$ cat src/rtl/rvh_mmu_ptw_arbiter.sv
// rvh_mmu_ptw_arbiter: shares one page-table walker among N_REQ TLB-miss MSHRs.
// Round-robin grant, ID = {req_idx, trans_id}, response routing by ID,
// outstanding-walk limit and an SFENCE drain sequencer (RUN -> DRAIN -> DONE).
// Optional MMU_PTW_ARB_OUT_REG_EN: one-entry output register toward the PTW.
module rvh_mmu_ptw_arbiter #(
  parameter int unsigned N_REQ        = 2,
  parameter int unsigned MAX_INFLIGHT = 4,
  parameter int unsigned TRANS_ID_W   = 3,
  parameter int unsigned REQ_IDX_W    = (N_REQ > 1) ? $clog2(N_REQ) : 1
) (
  input  logic                            clk,
  input  logic                            rstn,
  input  logic [N_REQ-1:0]                req_vld_i,
  input  logic [N_REQ*TRANS_ID_W-1:0]     req_trans_id_i,
  input  logic [N_REQ*16-1:0]             req_asid_i,
  input  logic [N_REQ*27-1:0]             req_vpn_i,
  input  logic [N_REQ*2-1:0]              req_access_type_i,
  output logic [N_REQ-1:0]                req_rdy_o,
  output logic                            ptw_req_vld_o,
  output logic [REQ_IDX_W+TRANS_ID_W-1:0] ptw_req_id_o,
  output logic [15:0]                     ptw_req_asid_o,
  output logic [26:0]                     ptw_req_vpn_o,
  output logic [1:0]                      ptw_req_access_type_o,
  input  logic                            ptw_req_rdy_i,
  input  logic                            ptw_resp_vld_i,
  input  logic [REQ_IDX_W+TRANS_ID_W-1:0] ptw_resp_id_i,
  output logic [N_REQ-1:0]                resp_vld_o,
  output logic [TRANS_ID_W-1:0]           resp_trans_id_o,
  input  logic                            flush_i,
  output logic                            flush_done_o,
  output logic                            busy_o
);

  localparam int unsigned ID_W  = REQ_IDX_W + TRANS_ID_W;
  localparam int unsigned CNT_W = $clog2(MAX_INFLIGHT + 1);

  localparam logic [1:0] StRun   = 2'd0;
  localparam logic [1:0] StDrain = 2'd1;
  localparam logic [1:0] StDone  = 2'd2;

  logic [REQ_IDX_W-1:0] rr_ptr_q, rr_ptr_d;
  logic [CNT_W-1:0]     inflight_cnt_q, inflight_cnt_d;
  logic [1:0]           state_q, state_d;

  logic                 any_vld;
  logic [REQ_IDX_W-1:0] win_idx;
  int unsigned          arb_idx;
  logic [ID_W-1:0]      win_id;
  logic [15:0]          win_asid;
  logic [26:0]          win_vpn;
  logic [1:0]           win_at;
  logic                 can_issue;
  logic                 arb_fire;
  logic                 out_pending;
  logic [REQ_IDX_W-1:0] resp_idx;

  // Slot accounting uses the registered count only; a same-cycle response frees nothing.
  assign can_issue = (state_q == StRun) && (inflight_cnt_q < CNT_W'(MAX_INFLIGHT));

  // Round-robin search starting at rr_ptr, then mux the winner's payload.
  always_comb begin
    any_vld  = 1'b0;
    win_idx  = '0;
    arb_idx  = 0;
    win_id   = '0;
    win_asid = '0;
    win_vpn  = '0;
    win_at   = '0;
    for (int unsigned k = 0; k < N_REQ; k++) begin
      arb_idx = (32'(rr_ptr_q) + k) % N_REQ;
      if (!any_vld && req_vld_i[arb_idx[REQ_IDX_W-1:0]]) begin
        any_vld = 1'b1;
        win_idx = arb_idx[REQ_IDX_W-1:0];
      end
    end
    for (int unsigned i = 0; i < N_REQ; i++) begin
      if (REQ_IDX_W'(i) == win_idx) begin
        win_id   = {win_idx, req_trans_id_i[i*TRANS_ID_W +: TRANS_ID_W]};
        win_asid = req_asid_i[i*16 +: 16];
        win_vpn  = req_vpn_i[i*27 +: 27];
        win_at   = req_access_type_i[i*2 +: 2];
      end
    end
  end

`ifdef MMU_PTW_ARB_OUT_REG_EN
  logic            out_vld_q, out_vld_d;
  logic [ID_W-1:0] out_id_q, out_id_d;
  logic [15:0]     out_asid_q, out_asid_d;
  logic [26:0]     out_vpn_q, out_vpn_d;
  logic [1:0]      out_at_q, out_at_d;

  // Arbitration may refill the register in the same cycle it drains to the PTW.
  assign arb_fire = any_vld && can_issue && (!out_vld_q || ptw_req_rdy_i);

  // Output register next state: load on arbitration fire, clear on PTW accept.
  always_comb begin
    out_vld_d  = out_vld_q;
    out_id_d   = out_id_q;
    out_asid_d = out_asid_q;
    out_vpn_d  = out_vpn_q;
    out_at_d   = out_at_q;
    if (arb_fire) begin
      out_vld_d  = 1'b1;
      out_id_d   = win_id;
      out_asid_d = win_asid;
      out_vpn_d  = win_vpn;
      out_at_d   = win_at;
    end else if (out_vld_q && ptw_req_rdy_i) begin
      out_vld_d = 1'b0;
    end
  end

  // Output register state.
  always_ff @(posedge clk) begin
    if (!rstn) begin
      out_vld_q  <= 1'b0;
      out_id_q   <= '0;
      out_asid_q <= '0;
      out_vpn_q  <= '0;
      out_at_q   <= '0;
    end else begin
      out_vld_q  <= out_vld_d;
      out_id_q   <= out_id_d;
      out_asid_q <= out_asid_d;
      out_vpn_q  <= out_vpn_d;
      out_at_q   <= out_at_d;
    end
  end

  assign ptw_req_vld_o         = out_vld_q;
  assign ptw_req_id_o          = out_id_q;
  assign ptw_req_asid_o        = out_asid_q;
  assign ptw_req_vpn_o         = out_vpn_q;
  assign ptw_req_access_type_o = out_at_q;
  assign out_pending           = out_vld_q;
`else
  assign ptw_req_vld_o         = any_vld && can_issue;
  assign arb_fire              = ptw_req_vld_o && ptw_req_rdy_i;
  assign ptw_req_id_o          = win_id;
  assign ptw_req_asid_o        = win_asid;
  assign ptw_req_vpn_o         = win_vpn;
  assign ptw_req_access_type_o = win_at;
  assign out_pending           = 1'b0;
`endif

  // One-hot ready to the granted requester.
  always_comb begin
    req_rdy_o = '0;
    if (arb_fire) req_rdy_o[win_idx] = 1'b1;
  end

  // Response routing by the echoed requester index; out-of-range indices match nothing.
  assign resp_idx        = ptw_resp_id_i[TRANS_ID_W +: REQ_IDX_W];
  assign resp_trans_id_o = ptw_resp_id_i[TRANS_ID_W-1:0];
  always_comb begin
    resp_vld_o = '0;
    for (int unsigned i = 0; i < N_REQ; i++) begin
      resp_vld_o[i] = ptw_resp_vld_i && (resp_idx == REQ_IDX_W'(i));
    end
  end

  // Pointer advance and in-flight count; a stray response at zero saturates.
  always_comb begin
    rr_ptr_d = rr_ptr_q;
    if (arb_fire) rr_ptr_d = REQ_IDX_W'((32'(win_idx) + 1) % N_REQ);
    inflight_cnt_d = inflight_cnt_q;
    if (arb_fire && !ptw_resp_vld_i) begin
      inflight_cnt_d = inflight_cnt_q + CNT_W'(1);
    end else if (!arb_fire && ptw_resp_vld_i && (inflight_cnt_q != '0)) begin
      inflight_cnt_d = inflight_cnt_q - CNT_W'(1);
    end
  end

  // Flush sequencer: stop granting, wait for all walks to retire, pulse done.
  always_comb begin
    state_d = state_q;
    case (state_q)
      StRun:   if (flush_i) state_d = StDrain;
      StDrain: if ((inflight_cnt_q == '0) && !out_pending) state_d = StDone;
      StDone:  state_d = StRun;
      default: state_d = StRun;
    endcase
  end

  // Architectural state.
  always_ff @(posedge clk) begin
    if (!rstn) begin
      rr_ptr_q       <= '0;
      inflight_cnt_q <= '0;
      state_q        <= StRun;
    end else begin
      rr_ptr_q       <= rr_ptr_d;
      inflight_cnt_q <= inflight_cnt_d;
      state_q        <= state_d;
    end
  end

  assign flush_done_o = (state_q == StDone);
  assign busy_o       = (|req_vld_i) || (inflight_cnt_q != '0) || out_pending;

  // A response with nothing outstanding means the PTW and arbiter disagree.
  resp_at_zero_a: assert property (@(posedge clk) disable iff (!rstn)
    !(ptw_resp_vld_i && (inflight_cnt_q == '0)));

endmodule
$ cat config.mk
export PLATFORM = sky130hd
export DESIGN_NAME = rvh_mmu_ptw_arbiter
export DESIGN_NICKNAME = d
export VERILOG_FILES = /design/src/rtl/rvh_mmu_ptw_arbiter.sv
export SDC_FILE = /design/constraint.sdc
export NUM_CORES = 1
export LEC_CHECK = 0
export CAP_MARGIN = 20
export CORE_MARGIN = 2
export CORE_UTILIZATION = 24
export CTS_BUF_LIST = sky130_fd_sc_hd__clkbuf_2
export CTS_CLUSTER_SIZE = 14
export DETAILED_ROUTE_END_ITERATION = 8
export GPL_ROUTABILITY_DRIVEN = 1
export PLACE_DENSITY = 0.89
export REMOVE_ABC_BUFFERS = 1
export SLEW_MARGIN = 0
export SYNTH_ARGS = -nofsm -noshare
export SYNTH_HDL_FRONTEND = slang
export SYNTH_SLANG_ARGS = --single-unit
$ cat constraint.sdc
create_clock -name clk -period 4.31 [get_ports clk]
set_input_delay 0.862 -clock clk [delete_from_list [all_inputs] [get_ports clk]]
set_output_delay 0.862 -clock clk [all_outputs]
set_load 0.005 [all_outputs]
# Word level (Yosys, flattened, before mapping)

Index checks and enable logic that the tools add are counted.

$add $sub $neg: 4
Multiply operators: 0
Divide/modulo/power cells: 0
$lt $le $gt $ge: 5
Equal/unequal tests: 4
Shifts and indexed selects: 0
Multiplexer cells: 20
Bitwise logic cells: 1
Reductions and logical operators: 20

Operators with widths:

| operator                                            | count |
|---|---|
| 2-to-1 mux 27 bit                                   | 1 |
| 2-to-1 mux 16 bit                                   | 1 |
| logical AND 1 bit                                   | 10 |
| 2-to-1 mux 1 bit                                    | 9 |
| 2-to-1 mux 2 bit                                    | 4 |
| < comparator 1 x 2 -> 1 bit, second input constant  | 3 |
| 2-to-1 mux 3 bit                                    | 2 |
| 2-to-1 mux 4 bit                                    | 1 |
| != test 2 bit, second input constant                | 2 |
| one-hot mux 2 bit (2 select lines)                  | 1 |
| adder 3 x 1 -> 3 bit, second input constant         | 1 |
| zero test 1 bit                                     | 3 |
| zero test 3 bit                                     | 1 |
| < comparator 3 bit, second input constant           | 1 |
| nonzero test 3 bit                                  | 1 |
| subtractor 3 x 1 -> 3 bit, second input constant    | 1 |
| adder 1 bit, second input constant                  | 2 |
| equality test 2 x 1 -> 1 bit, second input constant | 1 |
| equality test 2 bit, second input constant          | 1 |
| zero test 2 bit                                     | 1 |
| AND reduction 2 bit                                 | 1 |
| nonzero test 2 bit                                  | 1 |
| OR reduction 2 bit                                  | 1 |
| demux 1 bit (select 1 bit)                          | 1 |
| 3 further kinds                                     | 3 |

Register bits after elaboration: 6
Latch bits: 0
Memory bits (writable): 0
Bits in read-only memories: 0
Output and inout bits: 59
Word-level logic and storage cells: 57
Memories: 0

# Depth between registers and ports, before layout

Gate-level depths: netlist of run 1.

Depth in word-level cells: 13
Mapped depth: 7

# Worst setup path before layout of run 1

OpenSTA, ideal clock, no wires.

Path type: input-to-output
Start: input port req_vld_i[0]
End: output port ptw_req_access_type_o[0]
Arrival time: 1.673 ns
Path slack: 1.775 ns
Stages: 4
Cell sequence: inv_1 -> o21ai_1 -> buf_2 -> mux2_2

Word-level cells in the longest chain between the ends: 7
Elaborated cells on any way between the ends: 10

Ends and longest elaborated chain:

| item                                                | line | RTL |
|---|---|---|
| start: declaration                                  | 13   | `input logic [N_REQ-1:0] req_vld_i,` |
| 2-to-1 mux 1 bit (not written as such) (2 in a row) | 71   | `if (!any_vld && req_vld_i[arb_idx[REQ_IDX_W-1:0]]) begin` |
| 2-to-1 mux 1 bit                                    | 71   |  |
| zero test 1 bit                                     | 71   |  |
| logical AND 1 bit                                   | 71   |  |
| 2-to-1 mux 1 bit (*)                                | 71   |  |
| 2-to-1 mux 2 bit (*)                                | 77   | `if (REQ_IDX_W'(i) == win_idx) begin` |
| end: declaration                                    | 23   | `output logic [1:0] ptw_req_access_type_o,` |

Mark *: on every way between the ends. The rest lies on a longest branch, timed or not. The select of a mux whose other input is x is not followed.

# Worst setup path in the final report of run 1

Start: input port req_vld_i[0]
End: output port ptw_req_vpn_o[12]

Word-level cells in the longest chain between the ends: 7
Elaborated cells on any way between the ends: 10

Ends and longest elaborated chain:

| item                                                | line | RTL |
|---|---|---|
| 2-to-1 mux 1 bit (not written as such) (2 in a row) | 71   |  |
| 2-to-1 mux 1 bit                                    | 71   |  |
| zero test 1 bit                                     | 71   |  |
| logical AND 1 bit                                   | 71   |  |
| 2-to-1 mux 1 bit (*)                                | 71   |  |
| 2-to-1 mux 27 bit (*)                               | 77   |  |
| end: declaration                                    | 22   | `output logic [26:0] ptw_req_vpn_o,` |

Marks and branches as above.

==> results.toml, run 1 <==
[clock_network]
cts_tree = "yes"
postCtsSetupRepairBufs = 0
clock_sinks = 6
cts_resized = 0
path_clk_slew_ns = 0.06
clockBufferDepth = 2
root_buffer = "clkbuf_2"
cts_inserted_buffers = 3
htreeDepth = 1
cts_hold_buf = 0
clk_latency_ns = 0.24

[route]
wl_per_cell_um = 14.82
drtIter0Drc = 64
num_vias = 1387
drt_wl_total_mm = 4.520
ant_nets = 0
drc_errors = 0
viasPerCell = 4.548
first_pass_iters = 4

[timing]
setup_viol = 0
hold_viol_final = 0
setup-tns-final_ns = 0
slew_headroom_pct = 68.99
timing.final.crit_share_pct = 87.39
tightest_slew_ns = 0.4616
slew_viol_final = 0
fmax_ghz = 0.2655
clock_skew_ns = 0.006247
setup_slack_ns = 0.5436
final.min_clock_period_ns = 3.766
rsz0062_at_grt = "false"

[logic_synthesis]
synth.distinct_cells = 26
netlist_area_um2 = 980.9
synth_top_family_by_area = "multiplexers"
syn_inst = 100
synth-adder-area-share_pct = 2.041
synth.avg_cell_area_um2 = 9.809
yosys-mux-area-fraction_pct = 59.69
yosysWarnings = 0
synth-seq-area-share_pct = 12.24
synth-seq-cells = 6
yosys.area.top_type_share_pct = 55.10
yosysTopAreaCell = "mux2_2"
synth-simple-area-share_pct = 14.29
synth_area_leaders = "mux2_2 (55%), dfxtp_1 (12%), mux2i_1 (3.1%)"
synth-xor-area-share_pct = 0.8929
synth-compound-area-share_pct = 3.699

[finish]
n_antenna_cell = 0
final_cell_mix = "clkdlybuf4s50_1 (159), mux2_2 (48), dfxtp_1 (6)"
drive_above_1_share_pct = 23.53
nets = 365
area_delta_synth_final_pct = 167.2
layout_commonest_cell = "clkdlybuf4s50_1"

[power_and_ir_drop]
powerDensity_nw_per_um2 = 223.0
ir_drop_uv = 119.7
power_leakage_nw = 1.016

[grt]
grt_overflow = 0
grt_usage_pct = 18.66
antenna_found_initial = 0
grt_pass1_wl_mm = 6.589
grt_max_degree = 38
grt_pass1_vias = 1414

[placement]
dp_slack_ns = 0.5344
port-buffer-count = 159
dpl.hpwl_mm = 3.856
gp_congestion = 0.7513

[critical_path]
cp_slowest_stage_delay_ns = 0.52
cpMostUsedCell = "clkdlybuf4s50_1"
crit_type = "in -> out"
critPathTopFamily = "buffers and inverters"
critical_path_buf_inv_count = 4
cp-end-kind = "output port"
arrival_ns = 2.90
path_cells = "clkdlybuf4s50_1 > inv_1 > o21ai_4 > buf_4 > mux2_2 > clkdlybuf4s50_1"
startpoint = "req_vld_i[0]"
worst-path-stages = 6
crit_slowest_cell = "clkdlybuf4s50_1"
r2r_start = "state_q[0]"
endpoint = "ptw_req_vpn_o[12]"
required_ns = 3.45
r2r_cells = 7
crit_path_max_fanout = 37
r2r_end = "inflight_cnt_q[2]"
reg2reg_setup_slack_ns = 2.18
worstSetupStartpointType = "input pin"

[die]
start_util_pct = 24.70
io_pins = 166
die_area_um2 = 4614
die_x_um = 67.93
coreArea_um2 = 3971
die_y_um = 67.93
rows = 23

[run_status]
status = "completed"

[run]
drv_cap = 0

[worst_hold_path]
min_from = "rr_ptr_q"
hold_path_class = "reg -> reg"
-- cell families (layout without fill, tap and decap cells) --
logic type / count (synthesis) / after routing
mux: 52 / 52
simple gates: 22 / 22
buf+inv: 13 / 168
flops: 6 / 6
compound gates: 5 / 5
fa+ha+maj: 1 / 1
xor+xnor: 1 / 1
-- how the worst min path moves through the flow --
| stage | slack (ns) | depth (start not counted) | to |
|---|---|---|---|
| after global placement | 0.48 | 2 | rr_ptr_q |
| after floorplan | 0.43 | 2 | rr_ptr_q |
| after global routing | 0.54 | 2 | inflight_cnt_q[1] |
| final | 0.51 | 2 | rr_ptr_q |
| after detailed placement | 0.50 | 2 | rr_ptr_q |
| after CTS | 0.51 | 2 | rr_ptr_q |
-- metal layers --
layer | routed length (µm) | global-route usage (%) | vias to the layer above
li1 | - | - | 670
met1 | 1619 | 21.10 | 644
met2 | 2519 | 35.80 | 71
met3 | 372 | 5.099 | 2
met4 | 8 | 1.500 | 0
met5 | 0 | 0 | -
-- registers in the layout (all words and copies together), names as in the netlist --
| register | count |
|---|---|
| inflight_cnt_q | 3 |
| rr_ptr_q | 1 |
| state_q | 2 |
-- synthesized netlist by cell type --
cell type and number:
xnor2_1 1, and2b_2 1, o22ai_1 1, nor3_1 1
and4b_2 1, and2_1 1, o21ai_2 1, nor2b_1 2
nor3b_1 1, a211oi_1 1, nand2b_1 3, nand2_1 5
mux2_4 1, a2111oi_0 1, inv_1 4, buf_4 4
buf_2 5, nor2_1 4, or2_2 1, fa_1 1
nor4_1 1, mux2_2 48, o21ai_1 1, dfxtp_1 6
nor4b_4 1, mux2i_1 3
-- final cells by class --
cell class | count | area, µm²
fillers | 342 | 1350
clock buffers | 3 | 15.01
multi-input cells | 81 | 802.0
inverters | 4 | 15.01
flip-flops and latches | 6 | 120.1
well taps | 50 | 62.56
repair buffers | 161 | 1607
-- metrics by stage --
step	instance area, µm²	total power, mW	hold slack, ns	std cells	util [%]
after floorplan	925.9	0.2940	0.4271	91	-
after global placement	2606	0.5366	0.4835	302	65.63
after detailed placement	2606	0.5456	0.4967	302	65.63
after CTS	2621	0.5916	0.5089	305	66.01
after global routing	2621	0.6349	0.5364	305	66.01
final	2621	0.5846	0.5057	305	66.01
-- tightest hold or removal path, delay by kind of cell (launching register included) --
kind | cells | cell delay, ns
DFF | 1 | 0.34
buffers and inverters | 1 | 0.07
AOI/OAI and AO/OA | 1 | 0.06
-- where the power goes --
| part | switching (mW) | internal (mW) | total (mW) | leakage [nW] |
|---|---|---|---|---|
| combinational | 0.136 | 0.301 | 0.436 | 0.954 |
| clock | 0.0235 | 0.0189 | 0.0424 | 0.0125 |
| sequential | 0.0288 | 0.0771 | 0.106 | 0.0494 |
No activity file was read; power rests on OpenSTA's default activity.
==> run 2: changes to the inputs <==
CTS_CLUSTER_SIZE = not set   (was 14)
==> results of run 2 <==
The final DEF is identical to that of run 1; final timing and power are the same.
==> run 3: changes to the inputs <==
CTS_CLUSTER_DIAMETER = 120   (was not set)
==> results of run 3 <==
The final DEF is identical to that of run 1; final timing and power are the same.
